===== src/rtl/parity_frame_tx.sv =====
// Serial transmitter for a 16-bit word framed as start, data LSB first, parity, stop.
// Define PARITY_FRAME_CHECK_EN to compile in a check of par_in against data_in.
module parity_frame_tx #(
    parameter int unsigned CLKS_PER_BIT = 4
) (
    input  logic        clk,
    input  logic        rst,
    input  logic [15:0] data_in,
    input  logic        par_in,
    input  logic        in_valid,
    output logic        in_ready,
    output logic        tx_out,
    output logic        busy,
    output logic        par_err
);

    typedef enum logic [2:0] {
        ST_IDLE,
        ST_START,
        ST_DATA,
        ST_PARITY,
        ST_STOP
    } state_t;

    localparam logic [15:0] LP_CNT_MAX = 16'(CLKS_PER_BIT - 1);

    state_t      r_state;
    logic [15:0] r_cnt;
    logic [4:0]  r_bit_idx;
    logic [15:0] r_data;
    logic        r_par;
    logic        r_tx;
    logic        r_busy;
    logic        w_bit_done;

    assign w_bit_done = (r_cnt == LP_CNT_MAX);

    // NOTE: in_ready is decoded from state and gated by rst so it is low for the whole reset, including the first edge.
    assign in_ready = (r_state == ST_IDLE) && !rst;
    assign tx_out   = r_tx;
    assign busy     = r_busy;

    // NOTE: non-blocking assignments only; every register reads the pre-edge value of the others.
    always_ff @(posedge clk) begin
        if (rst) begin
            r_state   <= ST_IDLE;
            r_cnt     <= '0;
            r_bit_idx <= '0;
            r_data    <= '0;
            r_par     <= 1'b0;
            r_tx      <= 1'b1;
            r_busy    <= 1'b0;
        end else begin
            case (r_state)
                ST_IDLE: begin
                    r_tx   <= 1'b1;
                    r_busy <= 1'b0;
                    if (in_valid) begin
                        r_data    <= data_in;
                        r_par     <= par_in;
                        r_tx      <= 1'b0;
                        r_busy    <= 1'b1;
                        r_cnt     <= '0;
                        r_bit_idx <= '0;
                        r_state   <= ST_START;
                    end
                end
                ST_START: begin
                    if (!w_bit_done) begin
                        r_cnt <= r_cnt + 16'd1;
                    end else begin
                        r_cnt     <= '0;
                        r_bit_idx <= '0;
                        r_tx      <= r_data[0];
                        r_state   <= ST_DATA;
                    end
                end
                ST_DATA: begin
                    if (!w_bit_done) begin
                        r_cnt <= r_cnt + 16'd1;
                    end else if (r_bit_idx == 5'd15) begin
                        r_cnt   <= '0;
                        r_tx    <= r_par;
                        r_state <= ST_PARITY;
                    end else begin
                        // Shift the word so the next data bit is always at index 1.
                        r_cnt     <= '0;
                        r_bit_idx <= r_bit_idx + 5'd1;
                        r_tx      <= r_data[1];
                        r_data    <= {1'b0, r_data[15:1]};
                    end
                end
                ST_PARITY: begin
                    if (!w_bit_done) begin
                        r_cnt <= r_cnt + 16'd1;
                    end else begin
                        r_cnt   <= '0;
                        r_tx    <= 1'b1;
                        r_state <= ST_STOP;
                    end
                end
                ST_STOP: begin
                    if (!w_bit_done) begin
                        r_cnt <= r_cnt + 16'd1;
                    end else begin
                        r_cnt   <= '0;
                        r_tx    <= 1'b1;
                        r_busy  <= 1'b0;
                        r_state <= ST_IDLE;
                    end
                end
                default: begin
                    r_cnt   <= '0;
                    r_tx    <= 1'b1;
                    r_busy  <= 1'b0;
                    r_state <= ST_IDLE;
                end
            endcase
        end
    end

`ifdef PARITY_FRAME_CHECK_EN
    logic r_par_err;

    // Pulses the cycle after an accept whose parity bit disagrees with the word.
    always_ff @(posedge clk) begin
        if (rst) begin
            r_par_err <= 1'b0;
        end else begin
            r_par_err <= (r_state == ST_IDLE) && in_valid && (par_in != ^data_in);
        end
    end

    assign par_err = r_par_err;
`else
    assign par_err = 1'b0;
`endif

endmodule


===== config.mk =====
export PLATFORM = sky130hd
export DESIGN_NAME = parity_frame_tx
export DESIGN_NICKNAME = d
export VERILOG_FILES = /design/src/rtl/parity_frame_tx.sv
export SDC_FILE = /design/constraint.sdc
export NUM_CORES = 1
export LEC_CHECK = 0
export CAP_MARGIN = 30
export CORE_MARGIN = 1.5
export CORE_UTILIZATION = 55
export DETAILED_ROUTE_END_ITERATION = 7
export GPL_ROUTABILITY_DRIVEN = 1
export PLACE_DENSITY_LB_ADDON = 0.05
export SLEW_MARGIN = 10
export SYNTH_ARGS = -nofsm -noshare
export SYNTH_HDL_FRONTEND = slang
export SYNTH_SLANG_ARGS = --single-unit
export TNS_END_PERCENT = 5

===== constraint.sdc =====
create_clock -name clk -period 2.21 [get_ports clk]
set_input_delay 0.3315 -clock clk [delete_from_list [all_inputs] [get_ports clk]]
set_output_delay 0.3315 -clock clk [all_outputs]
set_load 0.02 [all_outputs]

==> results.py <==
metrics = {
    "pwr": {
        "p_int_w": 0.001147,
        "p_switching_w": 0.0003744,
        "cellLeakagePower_nw": 1.021,
        "swShare_pct": 24.61,
        "combPwrFrac_pct": 12.4,
        "irDropWorstVdd_v": 0.0003795,
        "p_clk_share_pct": 33.4,
        "p_per_area_nw_per_um2": 605.1,
        "power_frac_seq_pct": 54.2,
    },
    "floorplan": {
        "die-area_um2": 4199,
        "fp.dieW_um": 64.80,
        "row_count": 22,
        "num_io_pins": 24,
        "dieHeight_um": 64.80,
        "start_util_pct": 57.38,
        "design.core.area_um2": 3661,
    },
    "synth": {
        "netlist_area_um2": 2101,
        "ys_seq_area_share_pct": 40.98,
        "synth.distinct_cells": 47,
        "synth-main-ff-cell": "dfxtp_1",
        "synth_cells": 236,
        "avgSynthCellArea_um2": 8.902,
        "ys_async_sr_fraction_pct": 0,
        "ys_seq_elements": 43,
        "synth_nets": 259,
        "netlist.area_leader.share_pct": 40.98,
        "ys_warn_count": 0,
        "synth_largest_area_cell": "dfxtp_1",
        "synth_area_leaders": "dfxtp_1 41%, mux2i_1 7.6%, nor2_1 6.8%",
        "synth_edf_count": 0,
    },
    "critical_path": {
        "r2r_cells": 8,
        "required_ns": 2.44,
        "crit_start": "r_bit_idx[0]",
        "path_class": "reg -> reg",
        "rrSetupSlack_ns": 0.07,
        "reg2reg_from": "r_bit_idx[0]",
        "startpoint_type": "flip-flop",
        "setup.worst_path.end": "r_bit_idx[4]",
        "cp_max_fo": 6,
        "endpoint_kind": "flip-flop",
        "arrival_ns": 2.37,
        "worstReg2RegEnd": "r_bit_idx[4]",
    },
    "grt": {
        "antenna_found_initial": 0,
        "overflow": 0,
        "grt_first_pass_wirelength_um": 6989,
        "grt_pass1_vias": 1514,
        "track_usage_pct": 21.61,
        "grt_max_degree": 19,
    },
    "clock_tree": {
        "numClockSinks": 43,
        "cts-root-buf": "clkbuf_8",
        "htree_levels": 2,
        "cts.path.max_buffers": 2,
        "cts.clk_slew.worst_paths_ns": 0.08,
        "clock_latency_ns": 0.30,
        "cts_tree": "built",
        "cts_buffers": 5,
        "postCtsHoldBufs": 0,
    },
    "sta": {
        "max_slew_margin_pct": 66.03,
        "finalCriticalPeriod_ns": 2.140,
        "timing.final.crit_share_pct": 96.82,
        "rsz0062_at_grt": "yes",
        "fin_worst_skew_ns": 0.004804,
        "worst_slack_ns": 0.07019,
        "max_freq_mhz": 467.3,
        "slew_viol_final": 0,
        "max_slew.worst_pin.slew_ns": 0.5092,
        "setup_violations": 0,
        "hold_viol": 0,
    },
    "finish": {
        "num-nets-final": 287,
        "fill_cells": 295,
        "area_growth_pct": 19.65,
        "regArea_um2": 860.8,
        "multi_input_area_um2": 1165,
        "antenna_cells": 0,
        "layout-drive-gt1-share_pct": 12.88,
        "final_core_util_pct": 68.66,
    },
    "placed_design": {
        "pre_cts_ws_ns": 0.03652,
        "gp_congestion": 0.7448,
        "hpwl_um": 2981,
        "io_buffers": 22,
    },
    "drt": {
        "drc": 0,
        "dr.pass1.iters": 4,
        "drtAntennaViolNets": 0,
        "totalWireLength_um": 4160,
        "viasPerCell": 5.529,
        "drt-initial-drc-count": 107,
        "wire_per_inst_um": 13.33,
        "vias": 1725,
    },
    "run_status": {
        "status": "finished clean",
    },
    "flow_run": {
        "maxCapViolCount": 0,
    },
    "worst_hold_path": {
        "hp-class": "reg -> reg",
    },
}
==> placed cells by master (no fill, tap or decap), types with 3 or more instances in the layout <==
master / count
nand2_1: 14
nand2b_1: 3
nand3b_1: 3
a21oi_1: 9
a211oi_1: 15
o21ai_0: 3
dfxtp_1: 43
clkdlybuf4s50_1: 22
clkbuf_8: 6
nand3_1: 10
xnor2_1: 3
ha_1: 3
inv_1: 3
buf_4: 13
and3_1: 6
nor3_1: 7
nor2_1: 38
mux2i_1: 16
xor2_1: 10
==> cells by family (layout without fill, tap and decap cells) <==
group,after synthesis,in the layout,share of synthesized area (%)
adder cells (fa/ha/maj),3,3,1.787
AND/OR/NAND/NOR,101,101,25.79
flip-flops,43,43,40.98
multiplexers,17,17,8.159
AO/OA/AOI/OAI,39,39,12.57
other,1,1,0.1785
XOR/XNOR,14,14,6.194
buffers and inverters,18,46,4.347
==> layer usage <==
layer / track usage (%) / vias up / wire length (µm)
li1: - / 888 / -
met1: 29.71 / 794 / 2055
met2: 32.09 / 36 / 1890
met3: 5.382 / 7 / 147
met4: 9.309 / 0 / 66
met5: 0 / - / 0
==> sequential cells by signal, summed over array words and instances (netlist names) <==
signal / flops
r_state: 3
r_data: 16
busy: 1
tx_out: 1
r_cnt: 16
r_par: 1
r_bit_idx: 5
==> cells in the mapped netlist (3+ instances only) <==
| cell | n |
|---|---|
| a211oi_1 | 15 |
| nand3_1 | 10 |
| nand2b_1 | 3 |
| nand3b_1 | 3 |
| mux2i_1 | 16 |
| and3_1 | 6 |
| ha_1 | 3 |
| clkbuf_1 | 5 |
| o21ai_0 | 3 |
| xor2_1 | 10 |
| nor2_1 | 38 |
| nand2_1 | 14 |
| xnor2_1 | 3 |
| nor3_1 | 7 |
| dfxtp_1 | 43 |
| buf_2 | 7 |
| inv_1 | 3 |
| a21oi_1 | 10 |
==> worst min path at each step <==
stage                             from           end  cells past startpoint
after floorplan           r_bit_idx[4]  r_bit_idx[4]                      2
final                     r_bit_idx[4]  r_bit_idx[4]                      2
after detailed placement  r_bit_idx[4]  r_bit_idx[4]                      2
after CTS                 r_bit_idx[4]  r_bit_idx[4]                      2
after global placement    r_bit_idx[4]  r_bit_idx[4]                      2
after global routing      r_bit_idx[4]  r_bit_idx[4]                      2
==> metrics by stage <==
step / hold slack [ns] / setup TNS [ns] / instances / area (µm²) / power, W
after global routing: 0.4909 / -0.1053 / 312 / 2514 / 0.001592
final: 0.4594 / 0 / 312 / 2514 / 0.001521
after detailed placement: 0.4530 / 0 / 305 / 2415 / 0.001029
after global placement: 0.4419 / 0 / 305 / 2415 / 0.001025
after floorplan: 0.4319 / 0 / 236 / 2101 / 0.0009502
after CTS: 0.4637 / 0 / 312 / 2502 / 0.001535
==> layout make-up <==
class	count	share of cell area [%]
Clock buffer	6	3.285
Clock inverter	1	0.1991
Inverter	3	0.4480
Multi-Input combinational cell	175	46.34
Sequential cell	43	34.25
Tap cell	48	2.389
Timing Repair Buffer	36	13.09
==> timing repair <==
| item | CTS | global route |
|---|---|---|
| resized for setup | 0 | 3 |
| setup buffers | 0 | 0 |
| endpoints found under the setup margin | 0 | 18 |
==> power by group through the flow <==
| stage | clock [W] | sequential (W) | combinational, W |
|---|---|---|---|
| finish | 0.000507 | 0.000824 | 0.000189 |
| detailed placement | 0 | 0.000842 | 0.000186 |
| CTS | 0.000524 | 0.000824 | 0.000187 |
| global placement | 0 | 0.000842 | 0.000183 |
| global route | 0.000554 | 0.000828 | 0.000210 |
| floorplan | 0 | 0.000843 | 0.000108 |
==> worst max-delay path, stage by stage, from the launching register on <==
cell and delay [ns]:
dfxtp_1 0.33, ha_1 0.22, and3_1 0.19, ha_1 0.19
or3b_1 0.37, a21oi_2 0.18, a21oi_2 0.12, or3_1 0.31
a21oi_1 0.14
No activity file was read; power rests on OpenSTA's default activity.
